--- src/rtl/mem_arb_if.sv ---
// mem_arb_if: bundle of fetch, data and memory signals around the memory arbiter.
// Signals: i_req/i_addr (fetch request), d_rd/d_wr/d_addr/d_wdata (data request),
// halt, mem_rdata (memory return), mem_en/mem_wr/mem_addr/mem_wdata (memory control),
// i_rdata/i_done, d_rdata/d_done (completions), err (sticky protocol error).
// Modport master: requesters and memory side; modport slave: the arbiter.
interface mem_arb_if #(
    parameter int AW = 16,
    parameter int DW = 16
);
    logic          i_req;
    logic [AW-1:0] i_addr;
    logic          d_rd;
    logic          d_wr;
    logic [AW-1:0] d_addr;
    logic [DW-1:0] d_wdata;
    logic          halt;
    logic [DW-1:0] mem_rdata;
    logic          mem_en;
    logic          mem_wr;
    logic [AW-1:0] mem_addr;
    logic [DW-1:0] mem_wdata;
    logic [DW-1:0] i_rdata;
    logic          i_done;
    logic [DW-1:0] d_rdata;
    logic          d_done;
    logic          err;
    modport master (
        output i_req, i_addr, d_rd, d_wr, d_addr, d_wdata, halt, mem_rdata,
        input  mem_en, mem_wr, mem_addr, mem_wdata, i_rdata, i_done, d_rdata, d_done, err
    );
    modport slave (
        input  i_req, i_addr, d_rd, d_wr, d_addr, d_wdata, halt, mem_rdata,
        output mem_en, mem_wr, mem_addr, mem_wdata, i_rdata, i_done, d_rdata, d_done, err
    );
endinterface

--- src/rtl/mem_arb_ctrl.sv ---
// mem_arb_ctrl: shares one single-ported memory between fetch and data stages.
// Ports: clk, rst (sync, active-high), bus (mem_arb_if.slave) carrying requests,
// memory control/data, registered read data, one-cycle done pulses and sticky err.
// Macro ARB_ROUND_ROBIN_EN: alternate grants when both requesters are pending;
// otherwise data always wins over fetch.
module mem_arb_ctrl #(
    parameter int MEM_LAT = 2,
    parameter int AW      = 16,
    parameter int DW      = 16
) (
    input logic      clk,
    input logic      rst,
    mem_arb_if.slave bus
);
    typedef enum logic [1:0] {IDLE, BUSY, DONE} state_t;
    state_t        state_q, state_d;
    logic [3:0]    cnt_q, cnt_d;
    logic          own_q, own_d;
    logic          wr_q, wr_d;
    logic [AW-1:0] addr_q, addr_d;
    logic [DW-1:0] wdata_q, wdata_d;
    logic [DW-1:0] i_rdata_q, i_rdata_d;
    logic [DW-1:0] d_rdata_q, d_rdata_d;
    logic          err_q, err_d;
    logic          d_req, f_req, gnt_data;
    assign d_req = bus.d_rd | bus.d_wr;
    assign f_req = bus.i_req & ~bus.halt;
`ifdef ARB_ROUND_ROBIN_EN
    logic last_q, last_d;
    // last_q=1 means data was granted last, so a contended grant goes to fetch
    assign gnt_data = d_req & (~f_req | ~last_q);
`else
    assign gnt_data = d_req;
`endif
    always_comb begin
        state_d   = state_q;
        cnt_d     = cnt_q;
        own_d     = own_q;
        wr_d      = wr_q;
        addr_d    = addr_q;
        wdata_d   = wdata_q;
        i_rdata_d = i_rdata_q;
        d_rdata_d = d_rdata_q;
        err_d     = err_q;
`ifdef ARB_ROUND_ROBIN_EN
        last_d    = last_q;
`endif
        if (state_q == IDLE) begin
            if (bus.d_rd && bus.d_wr)
                err_d = 1'b1;
            if (d_req || f_req) begin
                state_d = BUSY;
                own_d   = gnt_data;
                addr_d  = gnt_data ? bus.d_addr : bus.i_addr;
                wr_d    = gnt_data & bus.d_wr;
                wdata_d = bus.d_wdata;
                cnt_d   = 4'(MEM_LAT - 1);
`ifdef ARB_ROUND_ROBIN_EN
                last_d  = gnt_data;
`endif
            end
        end else if (state_q == BUSY) begin
            // the owner must hold its address for the whole access
            if (own_q ? (d_req && bus.d_addr != addr_q) : (bus.i_req && bus.i_addr != addr_q))
                err_d = 1'b1;
            cnt_d = (cnt_q == 4'd0) ? 4'd0 : cnt_q - 4'd1;
            if (cnt_q == 4'd0) begin
                state_d = DONE;
                if (!wr_q) begin
                    if (own_q)
                        d_rdata_d = bus.mem_rdata;
                    else
                        i_rdata_d = bus.mem_rdata;
                end
            end
        end else begin
            state_d = IDLE;
        end
    end
    always_ff @(posedge clk) begin
        if (rst) begin
            state_q   <= IDLE;
            cnt_q     <= '0;
            own_q     <= 1'b1;
            wr_q      <= 1'b0;
            addr_q    <= '0;
            wdata_q   <= '0;
            i_rdata_q <= '0;
            d_rdata_q <= '0;
            err_q     <= 1'b0;
`ifdef ARB_ROUND_ROBIN_EN
            last_q    <= 1'b1;
`endif
        end else begin
            state_q   <= state_d;
            cnt_q     <= cnt_d;
            own_q     <= own_d;
            wr_q      <= wr_d;
            addr_q    <= addr_d;
            wdata_q   <= wdata_d;
            i_rdata_q <= i_rdata_d;
            d_rdata_q <= d_rdata_d;
            err_q     <= err_d;
`ifdef ARB_ROUND_ROBIN_EN
            last_q    <= last_d;
`endif
        end
    end
    assign bus.mem_en    = state_q == BUSY;
    assign bus.mem_wr    = (state_q == BUSY) & wr_q;
    assign bus.mem_addr  = (state_q == BUSY) ? addr_q : '0;
    assign bus.mem_wdata = (state_q == BUSY) ? wdata_q : '0;
    assign bus.i_rdata   = i_rdata_q;
    assign bus.d_rdata   = d_rdata_q;
    assign bus.i_done    = (state_q == DONE) & ~own_q;
    assign bus.d_done    = (state_q == DONE) & own_q;
    assign bus.err       = err_q;
endmodule
--- src/flat_wrapper.sv ---
// flat-port wrapper written by rule: the top's interface ports become plain ports
module mem_arb_ctrl_flat 
#(
    parameter int MEM_LAT = 2,
    parameter int AW      = 16,
    parameter int DW      = 16
)
  (clk, rst, bus_i_req, bus_i_addr, bus_d_rd, bus_d_wr, bus_d_addr, bus_d_wdata, bus_halt, bus_mem_rdata, bus_mem_en, bus_mem_wr, bus_mem_addr, bus_mem_wdata, bus_i_rdata, bus_i_done, bus_d_rdata, bus_d_done, bus_err);
  mem_arb_if #(.AW(AW), .DW(DW)) bus_i ();
  input logic clk;
  input logic rst;
  input wire logic [$bits(bus_i.i_req)-1:0] bus_i_req;
  input wire logic [$bits(bus_i.i_addr)-1:0] bus_i_addr;
  input wire logic [$bits(bus_i.d_rd)-1:0] bus_d_rd;
  input wire logic [$bits(bus_i.d_wr)-1:0] bus_d_wr;
  input wire logic [$bits(bus_i.d_addr)-1:0] bus_d_addr;
  input wire logic [$bits(bus_i.d_wdata)-1:0] bus_d_wdata;
  input wire logic [$bits(bus_i.halt)-1:0] bus_halt;
  input wire logic [$bits(bus_i.mem_rdata)-1:0] bus_mem_rdata;
  output wire logic [$bits(bus_i.mem_en)-1:0] bus_mem_en;
  output wire logic [$bits(bus_i.mem_wr)-1:0] bus_mem_wr;
  output wire logic [$bits(bus_i.mem_addr)-1:0] bus_mem_addr;
  output wire logic [$bits(bus_i.mem_wdata)-1:0] bus_mem_wdata;
  output wire logic [$bits(bus_i.i_rdata)-1:0] bus_i_rdata;
  output wire logic [$bits(bus_i.i_done)-1:0] bus_i_done;
  output wire logic [$bits(bus_i.d_rdata)-1:0] bus_d_rdata;
  output wire logic [$bits(bus_i.d_done)-1:0] bus_d_done;
  output wire logic [$bits(bus_i.err)-1:0] bus_err;
  assign bus_i.i_req = bus_i_req;
  assign bus_i.i_addr = bus_i_addr;
  assign bus_i.d_rd = bus_d_rd;
  assign bus_i.d_wr = bus_d_wr;
  assign bus_i.d_addr = bus_d_addr;
  assign bus_i.d_wdata = bus_d_wdata;
  assign bus_i.halt = bus_halt;
  assign bus_i.mem_rdata = bus_mem_rdata;
  assign bus_mem_en = bus_i.mem_en;
  assign bus_mem_wr = bus_i.mem_wr;
  assign bus_mem_addr = bus_i.mem_addr;
  assign bus_mem_wdata = bus_i.mem_wdata;
  assign bus_i_rdata = bus_i.i_rdata;
  assign bus_i_done = bus_i.i_done;
  assign bus_d_rdata = bus_i.d_rdata;
  assign bus_d_done = bus_i.d_done;
  assign bus_err = bus_i.err;
  mem_arb_ctrl #(.MEM_LAT(MEM_LAT), .AW(AW), .DW(DW)) u_core (.clk(clk), .rst(rst), .bus(bus_i));
endmodule
--- config.mk ---
export PLATFORM = sky130hd
export DESIGN_NAME = mem_arb_ctrl_flat
export DESIGN_NICKNAME = d
export VERILOG_FILES = /design/src/rtl/mem_arb_if.sv /design/src/rtl/mem_arb_ctrl.sv /design/src/flat_wrapper.sv
export SDC_FILE = /design/constraint.sdc
export NUM_CORES = 1
export LEC_CHECK = 0
export ABC_CLOCK_PERIOD_IN_PS = 2580
export BUFFER_PORTS_ARGS = -buffer_cell sky130_fd_sc_hd__buf_2
export CAP_MARGIN = 20
export CORE_MARGIN = 2
export CORE_UTILIZATION = 50
export CTS_BUF_LIST = sky130_fd_sc_hd__clkbuf_2 sky130_fd_sc_hd__clkbuf_4 sky130_fd_sc_hd__clkbuf_8
export DETAILED_ROUTE_END_ITERATION = 10
export GPL_TIMING_DRIVEN = 0
export HOLD_SLACK_MARGIN = 0.05
export MAX_ROUTING_LAYER = met4
export PLACE_DENSITY_LB_ADDON = 0.25
export SLEW_MARGIN = 20
export SYNTH_ARGS = -nofsm -noshare
export SYNTH_HDL_FRONTEND = slang
export SYNTH_SLANG_ARGS = --single-unit
--- constraint.sdc ---
create_clock -name clk -period 2.58 [get_ports clk]
set_input_delay 0.387 -clock clk [delete_from_list [all_inputs] [get_ports clk]]
set_output_delay 0.387 -clock clk [all_outputs]
set_load 0.01 [all_outputs]
* Yosys cells after proc, flatten, opt, wreduce, memory -nomap -nowiden
Cells that the tools add are included.
Word-level totals: register bits 73, input port bits 70, output and inout bits 69
Operators by class: $add $sub $neg 1, eq/ne operators 7, mux-type cells 16, bitwise operators 10, reductions and logical operators 14
Operator list (number):
- 16-bit two-way mux | 3
- 16-bit inequality test | 2
- 4-bit two-way mux | 4
- 5-bit AND reduction | 2
- 2-bit two-way mux | 4
- 2-bit AND reduction | 3
- 1-bit AND | 5
- 1-bit two-way mux | 5
- 4-bit zero test | 1
- 2-bit inequality test, second input constant | 2
- 1-bit inverter | 4
- 2-bit nonzero test | 2
- 4-bit by 1-bit subtractor with 4-bit output, second input constant | 1
- 1-bit logical AND | 3
- 3-bit by 1-bit inequality test with 1-bit output, second input constant | 1
- 3-bit AND reduction | 1
- 2-bit by 1-bit == test with 1-bit output, second input constant | 1
- 2-bit == test, second input constant | 1
- 2-bit zero test | 1
- 1-bit logical OR | 1
- 1-bit OR | 1

* Longest topological paths before layout
depth after elaboration 6, mapped depth 10, mapped depth without buffers 7

* Least setup slack after synthesis
OpenSTA, ideal clock, no wires.
path kind register -> register, start register u_core.cnt_q[0], end register u_core.i_rdata_q[10] (netlist: u_core.bus.i_rdata[10]), setup time 132 ps, data arrival time 1649 ps, setup slack 799 ps, stages on the path, launching flop included 11, period minus slack after synthesis 1781 ps, cells stage by stage dfxtp_1 inv_1 ha_1 or3b_1 buf_6 nor3_4 nand2b_1 clkbuf_2 buf_6 nand2_1 a21oi_1
Between the ends: longest elaborated chain between the ends 2
RTL lines:
- start: declaration | RTL line mem_arb_ctrl.sv:17 | logic [3:0] cnt_q, cnt_d;
- start signal: assignment | RTL line mem_arb_ctrl.sv:96 | cnt_q <= cnt_d;
- 4-bit zero test | RTL line mem_arb_ctrl.sv:67 | if (cnt_q == 4'd0) begin
- 5-bit AND reduction (no line)
- end signal: assignment | RTL line mem_arb_ctrl.sv:101 | i_rdata_q <= i_rdata_d;
- end: declaration | RTL line mem_arb_ctrl.sv:22 | logic [DW-1:0] i_rdata_q, i_rdata_d;
No other way between the ends. A chain may end at the register's enable or synchronous reset.

* Final worst setup path
start register u_core.state_q[1], end output bus_mem_addr[8]
Between the ends: longest elaborated chain between the ends 2
RTL lines:
- start: declaration | RTL line mem_arb_ctrl.sv:16 | state_t state_q, state_d;
- start signal: assignment | RTL line mem_arb_ctrl.sv:95 | state_q <= state_d;
- 2-bit by 1-bit == test with 1-bit output | RTL line mem_arb_ctrl.sv:111 | assign bus.mem_addr = (state_q == BUSY) ? addr_q : '0;
- 16-bit two-way mux | RTL line mem_arb_ctrl.sv:111
- end: declaration | RTL line flat_wrapper.sv:22 | output wire logic [$bits(bus_i.mem_addr)-1:0] bus_mem_addr;
No other way between the ends.

==> summary.txt <==
status - complete, no violations
commonest cells after routing, fill and taps aside - buf_2 (145), dfxtp_1 (73), nand2_1 (69)
Worst Path Required - 2190 ps
WHS - 280 ps
number of global-route vias before repair - 3022
Critical Path Fanout Max - 11
fin util - 65.7%
setup violators final - 0
# fillers - 598
endpoint class of the critical path - output port
synth unique cells - 38
row cnt - 30
Detailed Place HPWL - 6590 um
Multi-input gate area - 1790 sq um
global route overflow - 0
worst-case clock buffer depth - 2
core area - 6680 sq um
first-pass GRT wire length - 13900 um
cells after synthesis - 396
DIE AREA - 7480 sq um
CP bufs+invs - 4
Syn Nets - 467
Synth-to-Final Area Change - 28.9%
clock sink total - 73
CP max stage delay - 390 ps
Data arrival, critical path - 1970 ps
register area - 1460 sq um
Ys Warns - 0
TritonCTS Buffers - 9
htree depth - 3
crit path kind - reg2out
Initial Utilization - 51.0%
Detail Route Antenna Nets - 0
type of the most critical hold path - in2reg
Seq/Total Area, Yosys - 42.9%
top-area cell type share of the netlist area - 42.9%
Seq cells post-synth - 73
Setup Skew - 8.65 ps
largest net degree at the start of global routing - 14
Synth async-reset ratio - 0%
Reg2Reg Setup Slack - 610 ps
Crit-path slowest cell - clkbuf_1
Synth Area in XOR/XNOR - 8.23%
register clock-pin slew on the reported worst setup and hold paths - 80 ps
1st-pass router iterations - 4
GRT Overall Usage - 24.1%
Detailed Route Iter0 Violations - 118
number of hold violations in the final report - 0
synthesized area per cell - 8.60 sq um
synth top area cells - dfxtp_1 (43%), mux2i_1 (9.4%), nand2_1 (7.6%)
share of cells above drive strength 1 - 31.0%
Worst Max-Slew Pin Slew - 550 ps
I/O Pins - 139
post-route setup slack - 219 ps
Power Total - 2.94 mW
Hold Buf Count CTS - 0
Final Cycle Share - 91.5%
Startpoint Class - register
largest family of logic cells by synthesized area - simple AND/OR/NAND/NOR gates
CTS tree - done
post-synth top area cell - dfxtp_1
predominant post-synthesis flop cell - dfxtp_1
nets - 615
input/output buffers - 138
WL final - 8760 um
DR WL/cell - 13.9 um
mux cell area share after synthesis - 9.41%
complex-gate fraction of the synthesized area - 10.5%
max cap viols - 0
RSZ-0062 raised after global routing - false
Pwr per Cell Area - 669 nW/um^2
routability cong. - 0.840
commonest non-fill, non-tap cell in the layout - buf_2
drt via density - 5.15
Slew HR - 63.3%
Slew Limit Fails - 0
initial antenna violation count - 0
minimum clock period - 2360 ps
chip width - 86.5 um
Root Buffer - clkbuf_8
chip height - 86.5 um
peak supply drop - 0.416 mV
Post-synth EDFFs - 0
Cell Area, Synth - 3400 sq um
crit-path cells - nand2b_1, buf_2, inv_1, clkbuf_1, and2_1, buf_2
Critical Path Most Common Cell - buf_2
Post-route DRC - 0
Static Leak - 2.17 nW
Synth Area in Adders - 0.368%
setup TNS - 0 ps
Fmax - 424 MHz
antenna cells - 0
via count - 3240
Largest delay share family, worst path - buffers and inverters
post-synthesis simple-gate area fraction - 24.0%
worst skew pair latency - 340 ps
pre-CTS WS - 387 ps
==> worst register-to-register path: stages, from the launching register on <==
cell      delay, ps
dfxtp_1         320
inv_1            70
ha_1            200
or3b_1          380
buf_6           150
nor3_4          170
nand2b_1         80
clkbuf_2        180
buf_6           170
nand2_1          70
a21oi_1          60
==> flip-flops by register name (all words and copies together) (netlist names) <==
signal,count
u_core.addr_q,16
u_core.bus.d_rdata,16
u_core.bus.i_rdata,16
u_core.wdata_q,16
u_core.cnt_q,4
u_core.state_q,2
u_core.bus.err,1
u_core.own_q,1
u_core.wr_q,1
==> routing by layer <==
layer	GRT usage, %	share of wire [%]	up-vias	wire, um
li1	-	-	1621	-
met3	5.05	6.6	16	581
met4	8.95	1.8	0	161
met1	30.5	44	1497	3820
met5	-	0	-	0
met2	38.2	48	106	4200
==> Yosys cell counts, drive strengths merged, types with 3 or more instances <==
master   n
nor3     3
dfxtp   73
nand4    5
a21oi   36
a211oi  16
mux2i   32
xor2    16
nor2    37
nand2   70
xnor2   16
buf     12
nor4     6
nand3    3
clkbuf  16
inv      3
and2    33
==> metrics by stage <==
| stage | cells | cell area (sq um) |
|---|---|---|
| global placement | 614 | 4200 |
| global route | 629 | 4390 |
| detailed placement | 614 | 4200 |
| floorplan | 396 | 3400 |
| finish | 629 | 4390 |
| CTS | 630 | 4390 |
==> layout make-up <==
type                            count  share of cell area, %
Inverter                            3                  0.257
Clock inverter                      7                   1.63
Timing Repair Buffer              138                   15.7
Tap cell                           80                   2.28
Buffer                             27                   3.25
Clock buffer                        9                   2.82
Sequential cell                    73                   33.3
Multi-Input combinational cell    292                   40.7
==> power breakdown <==
group          internal, mW  leakage (nW)  switching, mW
logic                 0.318          1.48          0.415
registers              1.24         0.598         0.0866
clock network         0.444        0.0912          0.435
total                  2.00          2.17          0.937
==> cells by family (layout without fill, tap and decap cells) <==
family	Yosys count	count (layout)
AO/OA/AOI/OAI	60	60
XOR/XNOR	32	32
adder cells (fa/ha/maj)	1	1
buffers and inverters	31	184
flip-flops	73	73
multiplexers	32	32
AND/OR/NAND/NOR	167	167
==> path summary, 6_finish.rpt <==
check | cells after the start | from | end
setup / recovery | 6 | u_core.state_q[1]$_SDFFE_PP0P_ | bus_mem_addr[8]
hold / removal | 3 | bus_d_wdata[12] | u_core.wdata_q[12]$_SDFFE_PP0P_
setup reg to reg | 10 | u_core.cnt_q[0]$_SDFFE_PP0P_ | u_core.bus.i_rdata[11]$_SDFFE_PP0P_
hold reg to reg | 2 | u_core.wdata_q[3]$_SDFFE_PP0P_ | u_core.wdata_q[3]$_SDFFE_PP0P_
==> what timing repair did <==
item / 4_1_cts / 5_1_grt
endpoints found under the setup margin: 0 / 20
setup buffers: 0 / 0
gates resized for setup: 0 / 2
(Power assumes the default switching activity.)
